`src/rtl/tse_mm_arbiter.sv`:
```
// Two-port round-robin arbiter in front of the TSE Avalon-MM management port.
// Each transfer is bounded by a waitrequest timeout; completion is reported as a one-cycle ack.
module tse_mm_arbiter #(
  parameter int TIMEOUT_CYC = 1024
) (
  input  logic        clk,
  input  logic        reset,
  input  logic        req0,
  input  logic        req1,
  input  logic        we0,
  input  logic        we1,
  input  logic [9:0]  adr0,
  input  logic [9:0]  adr1,
  input  logic [31:0] wdata0,
  input  logic [31:0] wdata1,
  output logic        ack0,
  output logic        ack1,
  output logic        err0,
  output logic        err1,
  output logic [31:0] rdata0,
  output logic [31:0] rdata1,
  output logic [9:0]  ADR_O,
  output logic [31:0] DAT_O,
  output logic        RD,
  output logic        WR,
  input  logic [31:0] DAT_I,
  input  logic        BUSY
);

  // The timer holds the number of BUSY cycles already seen, so the abort fires
  // on the edge that ends the TIMEOUT_CYC-th BUSY cycle.
  localparam logic [15:0] TIMER_LAST = 16'(TIMEOUT_CYC - 1);

  typedef enum logic [1:0] {
    IDLE   = 2'd0,
    ACCESS = 2'd1,
    DONE   = 2'd2
  } state_t;

  state_t      state_reg;
  logic        grant_reg;
  logic        last_grant_reg;
  logic        read_reg;
  logic        timed_out_reg;
  logic [15:0] timer_reg;
  logic [31:0] cap_reg;
  logic [1:0]  ack_reg;
  logic [1:0]  err_reg;
  logic [31:0] rdata_reg [2];

  logic [1:0]  req_v;
  logic [1:0]  we_v;
  logic [9:0]  adr_v   [2];
  logic [31:0] wdata_v [2];
  logic        pick;

  assign req_v      = {req1, req0};
  assign we_v       = {we1, we0};
  assign adr_v[0]   = adr0;
  assign adr_v[1]   = adr1;
  assign wdata_v[0] = wdata0;
  assign wdata_v[1] = wdata1;

  assign ack0   = ack_reg[0];
  assign ack1   = ack_reg[1];
  assign err0   = err_reg[0];
  assign err1   = err_reg[1];
  assign rdata0 = rdata_reg[0];
  assign rdata1 = rdata_reg[1];

  // On contention the port that was not served last wins.
  always_comb begin
    pick = 1'b0;
    if (req_v == 2'b11) begin
      pick = ~last_grant_reg;
    end else if (req_v[1]) begin
      pick = 1'b1;
    end
  end

  always_ff @(posedge clk or negedge reset) begin
    if (!reset) begin
      state_reg      <= IDLE;
      grant_reg      <= 1'b0;
      last_grant_reg <= 1'b1;
      read_reg       <= 1'b0;
      timed_out_reg  <= 1'b0;
      timer_reg      <= '0;
      cap_reg        <= '0;
      ack_reg        <= '0;
      err_reg        <= '0;
      rdata_reg[0]   <= '0;
      rdata_reg[1]   <= '0;
      ADR_O          <= '0;
      DAT_O          <= '0;
      RD             <= 1'b0;
      WR             <= 1'b0;
    end else begin
      ack_reg <= '0;
      err_reg <= '0;
      case (state_reg)
        IDLE: begin
          if (|req_v) begin
            grant_reg      <= pick;
            last_grant_reg <= pick;
            ADR_O          <= adr_v[pick];
            DAT_O          <= wdata_v[pick];
            RD             <= ~we_v[pick];
            WR             <= we_v[pick];
            read_reg       <= ~we_v[pick];
            timed_out_reg  <= 1'b0;
            timer_reg      <= '0;
            state_reg      <= ACCESS;
          end
        end
        ACCESS: begin
          if (!BUSY) begin
            RD        <= 1'b0;
            WR        <= 1'b0;
            cap_reg   <= DAT_I;
            state_reg <= DONE;
          end else if (timer_reg == TIMER_LAST) begin
            RD            <= 1'b0;
            WR            <= 1'b0;
            cap_reg       <= '0;
            timed_out_reg <= 1'b1;
            state_reg     <= DONE;
          end else begin
            timer_reg <= timer_reg + 16'd1;
          end
        end
        DONE: begin
          // rdata moves together with ack so it is stable between acks.
          ack_reg[grant_reg] <= 1'b1;
          err_reg[grant_reg] <= timed_out_reg;
          if (read_reg) begin
            rdata_reg[grant_reg] <= cap_reg;
          end
          state_reg <= IDLE;
        end
        default: state_reg <= IDLE;
      endcase
    end
  end

endmodule
```
`config.mk`:
```
export PLATFORM = sky130hd
export DESIGN_NAME = tse_mm_arbiter
export DESIGN_NICKNAME = d
export VERILOG_FILES = /design/src/rtl/tse_mm_arbiter.sv
export SDC_FILE = /design/constraint.sdc
export NUM_CORES = 1
export LEC_CHECK = 0
export BUFFER_PORTS_ARGS = -buffer_cell sky130_fd_sc_hd__buf_2
export CORE_MARGIN = 2
export CORE_UTILIZATION = 40
export CTS_BUF_LIST = sky130_fd_sc_hd__clkbuf_2
export CTS_CLUSTER_DIAMETER = 150
export DETAILED_ROUTE_END_ITERATION = 8
export HOLD_SLACK_MARGIN = 0.06
export PLACE_DENSITY = 0.78
export SYNTH_ARGS = -nofsm -noshare
export SYNTH_HDL_FRONTEND = slang
export SYNTH_SLANG_ARGS = --single-unit
export TNS_END_PERCENT = 10
```
`constraint.sdc`:
```
create_clock -name clk -period 5.22 [get_ports clk]
set_clock_uncertainty 0.2 [all_clocks]
set_input_delay 0.783 -clock clk [delete_from_list [all_inputs] [get_ports clk]]
set_output_delay 0.783 -clock clk [all_outputs]
set_load 0.005 [all_outputs]
```
==> qor.txt, run 1 <==
Post-Place Cells - 962
Worst Setup End Kind - flop
Syn avg cell area - 12.6 um^2
Syn Inst Count - 533
Hold path cells - 3
Core Footprint - 16,500 um^2
Final period util - 62.6%
Final Slew Violations - 0
Combinational Power Share - 33.4%
Cells along the critical path - dlygate4sd3_1 > buf_2 > a21boi_4 > buf_4 > mux2i_1 > dlygate4sd3_1 > o21ai_0
Compound-Gate Fraction of Synth Area - 11.8%
Nets - 931
Worst path most repeated cell - dlygate4sd3_1
Vias - 5,241
R2r worst-path depth - 5
Area contributors post-synth - dfrtp_1, mux2_2, mux2i_1
Sequential fraction of the synthesis area - 61.8%
Synthesized-area fraction occupied by adder cells - 0.186%
Antenna viol nets, final - 0
Inserted Diodes - 0
Grt total ovfl - 0
Clock group share of total power - 18.6%
CTS max path bufs - 2
Fin cells - 1,040
DRC Markers - 0
CP max FO - 24
Total of max-cap violations - 0
Setup TNS Final - 0 ns
Hold Path Class - in2reg
Largest area contributor in the netlist - dfrtp_1
Most common cell after layout, fill and taps aside - buf_2
RSZ-0062 raised after global routing - no
Yosys cell types - 39
Crit path launch type - input pin
Port buffer count - 234
Total Wirelength - 16,900 um
Die width - 134 um
I/O Pins - 235
Status - complete, no violations
P_leak - 4.55 nW
Largest net degree at the start of global routing - 91
Clock transition at path regs - 0.24 ns
Worst slew margin - 18.8%
Flops & latches, synth - 166
Initial antenna violation count - 0
CTS H-tree lvls - 4
Psw - 1.49 mW
Achievable frequency - 306 MHz
Xor/xnor share of the synthesized area - 0%
Vias in the first global route - 5,351
Area grow syn2layout - 32.4%
Setup Viol. Count Final - 0
Final Hold Fails - 0
CTS buffer count - 17
Placer Congestion - 0.793
Slowest stage delay, CP - 0.78 ns
Pwr dens - 486 nW/um^2
Sw Ratio - 34.4%
Largest family of logic cells by synthesized area - multiplexers
Peak VDD IR - 0.347 mV
Die height - 134 um
CP max stage cell - a21boi_4
Final min period - 3.27 ns
Tightest Pin Transition - 1.21 ns
Simple-gate share of the synthesized area - 6.68%
Initial DRT Pass Iterations - 5
First-pass GRT wire length - 27,000 um
CP Class - in2reg
Setup Buffers After CTS - 0
Sequential share of power - 48.0%
Cell Int Power - 2.84 mW
Initial Util - 40.7%
Synth Cell Area - 6730 um^2
Yosys warns - 0
Via/cell ratio - 5.04
Synth top area share - 61.4%
Final worst slack - 1.95 ns
Post-synthesis mux area share - 17.4%
Clock sinks - 166
DP Worst Slack - 2.28 ns
Gr usage total - 19.3%
Share of cells above drive strength 1 - 41.7%
Crit path DAT - 3.66 ns
TritonCTS clock tree - yes
Highest-count cells in the layout ignoring fill and taps - buf_2, dfrtp_1, mux2_2, nand2_1, o21ai_0
CTS root buffer - clkbuf_2
Die Footprint - 17,900 um^2
Syn nets - 657
Iter 0 DRT Violations - 265
Placed wire-length estimate - 11,400 um
Num rows - 47
Clk_lat worst skew - 0.70 ns
Filler cell count - 1,418
WL/cell - 16.2 um
Crit path required time - 5.61 ns
## per-layer routing
metal / routed length (um) / vias to the layer above / part of all wire, % / global-route usage [%]
met5: 0 / - / 0 / 0
li1: - / 2482 / - / -
met3: 881 / 25 / 5.2 / 4.38
met1: 7370 / 2558 / 44 / 24.5
met4: 353 / 0 / 2.1 / 7.74
met2: 8250 / 176 / 49 / 32.1
## power by group through the flow
stage                     combinational [mW]  sequential, mW  clock [mW]
after floorplan                        0.751            2.09           0
after global placement                  1.38            2.08           0
after detailed placement                1.42            2.10           0
after CTS                               1.46            2.08       0.836
after global routing                    1.60            2.15       0.883
final                                   1.44            2.08       0.805
## path summary, 6_finish.rpt
check                               start         end  slack (ns)
setup / recovery                     req0   DAT_O[21]        1.95
hold / removal                 wdata0[29]   DAT_O[29]        0.14
setup reg to reg           last_grant_reg   DAT_O[21]        2.29
max in group asynchronous           reset   rdata1[5]        3.37
min in group asynchronous           reset  rdata1[23]        0.35
hold reg to reg                 DAT_O[30]   DAT_O[30]        0.31
## cell families after synthesis
kind of cell / Yosys count
multiplexers: 109
AND/OR/NAND/NOR: 97
adder cells (fa/ha/maj): 1
AO/OA/AOI/OAI: 122
buffers and inverters: 38
flip-flops: 166
## critical path: cells and delay by family
family	cells	cell delay, ns
muxes	1	0.25
buffers and inverters	4	1.75
AOI/OAI and AO/OA	2	0.85
## what timing repair did
action / in CTS / in global routing
hold endpoints to repair: 100 / 0
gates resized for setup: 0 / 0
setup endpoints to repair: 0 / 0
hold buffers: 46 / 0
## Yosys cell counts (all sizes together)
library cell and number:
clkbuf 22, ha 1, or3 1, nand2 58
nand2b 3, or4bb 1, o22ai 1, and4 1
o21ai 51, dfstp 1, a21oi 5, a211oi 2
and3 1, a41oi 1, and3b 1, a31oi 21
a221oi 1, nand3 2, and2 5, mux2 64
nor3 3, nor4 3, a21o 1, mux2i 45
a21boi 1, a22o 33, nor3b 1, nor2b 1
or4 2, buf 11, inv 5, o21a 5
nor2 8, nand4 6, dfrtp 165
## metrics by stage
step / utilization [%] / total power, mW / hold slack [ns] / instance area [um^2]
floorplan: - / 2.84 / 0.240 / 6730
global placement: 49.3 / 3.46 / 0.258 / 8140
detailed placement: 49.3 / 3.53 / 0.265 / 8140
CTS: 53.9 / 4.37 / 0.0601 / 8910
global route: 53.9 / 4.63 / 0.0757 / 8910
finish: 53.9 / 4.33 / 0.138 / 8910
## final cells by class
class / count / area, um^2 / area share [%]
clock buffers: 17 / 85.1 / 0.955
clock inverters: 15 / 220 / 2.47
inverters: 5 / 18.8 / 0.211
multi-input cells: 329 / 2450 / 27.5
flip-flops and latches: 166 / 4160 / 46.7
well taps: 220 / 275 / 3.09
repair buffers: 288 / 1700 / 19.1
No activity file was read; power rests on OpenSTA's default activity.
==> run 2: changes to the inputs <==
--- a/config.mk
+++ b/config.mk
@@ -12,7 +12,7 @@
 export CTS_CLUSTER_DIAMETER = 150
 export DETAILED_ROUTE_END_ITERATION = 8
 export HOLD_SLACK_MARGIN = 0.06
-export PLACE_DENSITY = 0.78
+export PLACE_DENSITY = 0.81
 export SYNTH_ARGS = -nofsm -noshare
 export SYNTH_HDL_FRONTEND = slang
 export SYNTH_SLANG_ARGS = --single-unit
==> constraint.sdc (replaced) <==
create_clock -name clk -period 3 [get_ports clk]
set_clock_uncertainty 0.2 [all_clocks]
set_input_delay 0.45 -clock clk [delete_from_list [all_inputs] [get_ports clk]]
set_output_delay 0.45 -clock clk [all_outputs]
set_load 0.005 [all_outputs]
==> run 2 against run 1 <==
Effect of this change: via count up 12%; sequential power up 75%; total power up 79%; die area unchanged; setup slack worse by 1.9 ns; critical path depth down 1; flip-flop and latch count unchanged; first-iteration DRC count up 54%; hold slack better by 0.14 ns.
==> qor.txt, run 2 (synthesis gave the netlist of run 1 again) <==
Status - complete, no violations
Worst Setup End Kind - flop
Vias in the first global route - 6,219
WL/cell - 17.1 um
Crit path launch type - flop
Area grow syn2layout - 46.7%
Placer Congestion - 0.890
CTS max path bufs - 2
Share of cells above drive strength 1 - 38.2%
I/O Pins - 235
Placed wire-length estimate - 11,500 um
Antenna viol nets, final - 0
Sequential Area - 4160 um^2
GR met1 Demand/Resource - 26.3%
Final worst slack - 0.0866 ns
Inserted Diodes - 0
Final period util - 97.1%
Achievable frequency - 343 MHz
Total Wirelength - 19,400 um
Final Slew Violations - 0
Num rows - 47
Cells along the critical path - or4_1 > nor4_2 > o21ai_2 > buf_4 > a22o_1 > dlygate4sd3_1
Critical Path Sink - cap_reg[25]
Initial Util - 40.7%
First-pass GRT wire length - 31,100 um
Setup TNS Final - 0 ns
Pwr dens - 786 nW/um^2
CP max FO - 33
CTS H-tree lvls - 4
Met3 GRT Util - 5.33%
R2r worst-path depth - 6
Filler cell count - 1,304
P_leak - 4.96 nW
Clock sinks - 166
CP Class - reg2reg
Via/cell ratio - 5.17
Tightest Pin Transition - 0.698 ns
Met2 usage - 38.0%
Die width - 134 um
Initial antenna violation count - 0
Busiest grt layer - met2
Crit path DAT - 3.32 ns
Critical R2R Capture - cap_reg[25]
Setup Viol. Count Final - 0
Fin cells - 1,136
Gr usage total - 22.3%
CTS buffer count - 17
Die height - 134 um
Nets - 1,027
Largest net degree at the start of global routing - 60
Vias - 5,870
Total of max-cap violations - 0
Final min period - 2.91 ns
Highest-count cells in the layout ignoring fill and taps - buf_2, dfrtp_1, dlygate4sd3_1, mux2_2, nand2_1
Hold Path Class - in2reg
DRC Markers - 0
CP max stage cell - or4_1
Die Footprint - 17,900 um^2
CTS root buffer - clkbuf_2
Crit path from - timer_reg[12]
Slowest stage delay, CP - 0.56 ns
Initial DRT Pass Iterations - 5
Peak VDD IR - 0.504 mV
Most common cell after layout, fill and taps aside - buf_2
DP Worst Slack - 0.550 ns
Flop-to-flop setup slack - 0.09 ns
Clk_lat worst skew - 0.71 ns
Port buffer count - 234
Grt total ovfl - 0
Crit path required time - 3.40 ns
Worst slew margin - 53.0%
R2r startpoint - timer_reg[12]
Clock transition at path regs - 0.23 ns
Area of the multi-input gates - 2460 um^2
Core Footprint - 16,500 um^2
TritonCTS clock tree - yes
Final Hold Fails - 0
Post-Place Cells - 968
Iter 0 DRT Violations - 408
[run 2: cell types whose count changed in the layout (fill, tap and decap cells not counted), sizes merged]
| cell | delta |
|---|---|
| bufinv | -1 |
| buf | +7 |
| dlygate4sd3 | +89 |
| inv | -5 |
| clkinvlp | +1 |
| clkbuf | +3 |
| clkinv | +2 |
[run 2: worst min-delay path by stage]
stage | from | slack, ns | to | cells after the start
final | DAT_I[15] | 0.27 | cap_reg[15] | 3
after global routing | DAT_I[15] | 0.17 | cap_reg[15] | 3
after floorplan | reset | -0.05 | ADR_O[0] | 0
after detailed placement | ADR_O[9] | 0.26 | ADR_O[9] | 2
after CTS | DAT_I[14] | 0.19 | cap_reg[14] | 3
after global placement | DAT_O[26] | 0.26 | DAT_O[26] | 2
[run 2: repair_timing]
action                                  in CTS  in global routing
endpoints found under the setup margin       0                 11
hold buffers                               136                  0
resized for setup                            0                  2
hold endpoints to repair                   250                  0
setup buffers                                0                  0
[run 2: where the power goes]
part / internal, mW / switching, mW
clock network: 0.476 / 0.759
registers: 3.10 / 0.540
logic: 1.52 / 1.35
[run 2: layout make-up]
cell class                      instances  share of cell area [%]
Clock buffer                           20                    1.01
Multi-Input combinational cell        329                    24.9
Sequential cell                       166                    42.1
Tap cell                              220                    2.79
Inverter                                5                   0.190
Timing Repair Buffer                  384                    27.4
Clock inverter                         12                    1.57
[run 2: per-stage QoR]
stage	hold WS (ns)	utilization, %	power [mW]	instance area (um^2)
after floorplan	-0.0456	-	4.95	6730
after global placement	0.259	49.8	6.05	8220
after detailed placement	0.265	49.8	6.19	8220
after CTS	0.191	59.7	7.74	9860
after global routing	0.166	59.7	8.29	9870
final	0.275	59.7	7.76	9870
[run 2: critical path: cells and delay by family, from the launching register on]
| kind | cells | cell delay, ns |
|---|---|---|
| and+or+nand+nor | 2 | 0.96 |
| buffers and inverters | 2 | 0.80 |
| DFF | 1 | 0.47 |
| AOI/OAI and AO/OA | 2 | 0.36 |
[run 2: per-layer routing]
| layer | wire (um) | share of wire [%] |
|---|---|---|
| met2 | 9900 | 51 |
| met4 | 727 | 3.7 |
| met1 | 7820 | 40 |
| met5 | 0 | 0 |
| met3 | 989 | 5.1 |
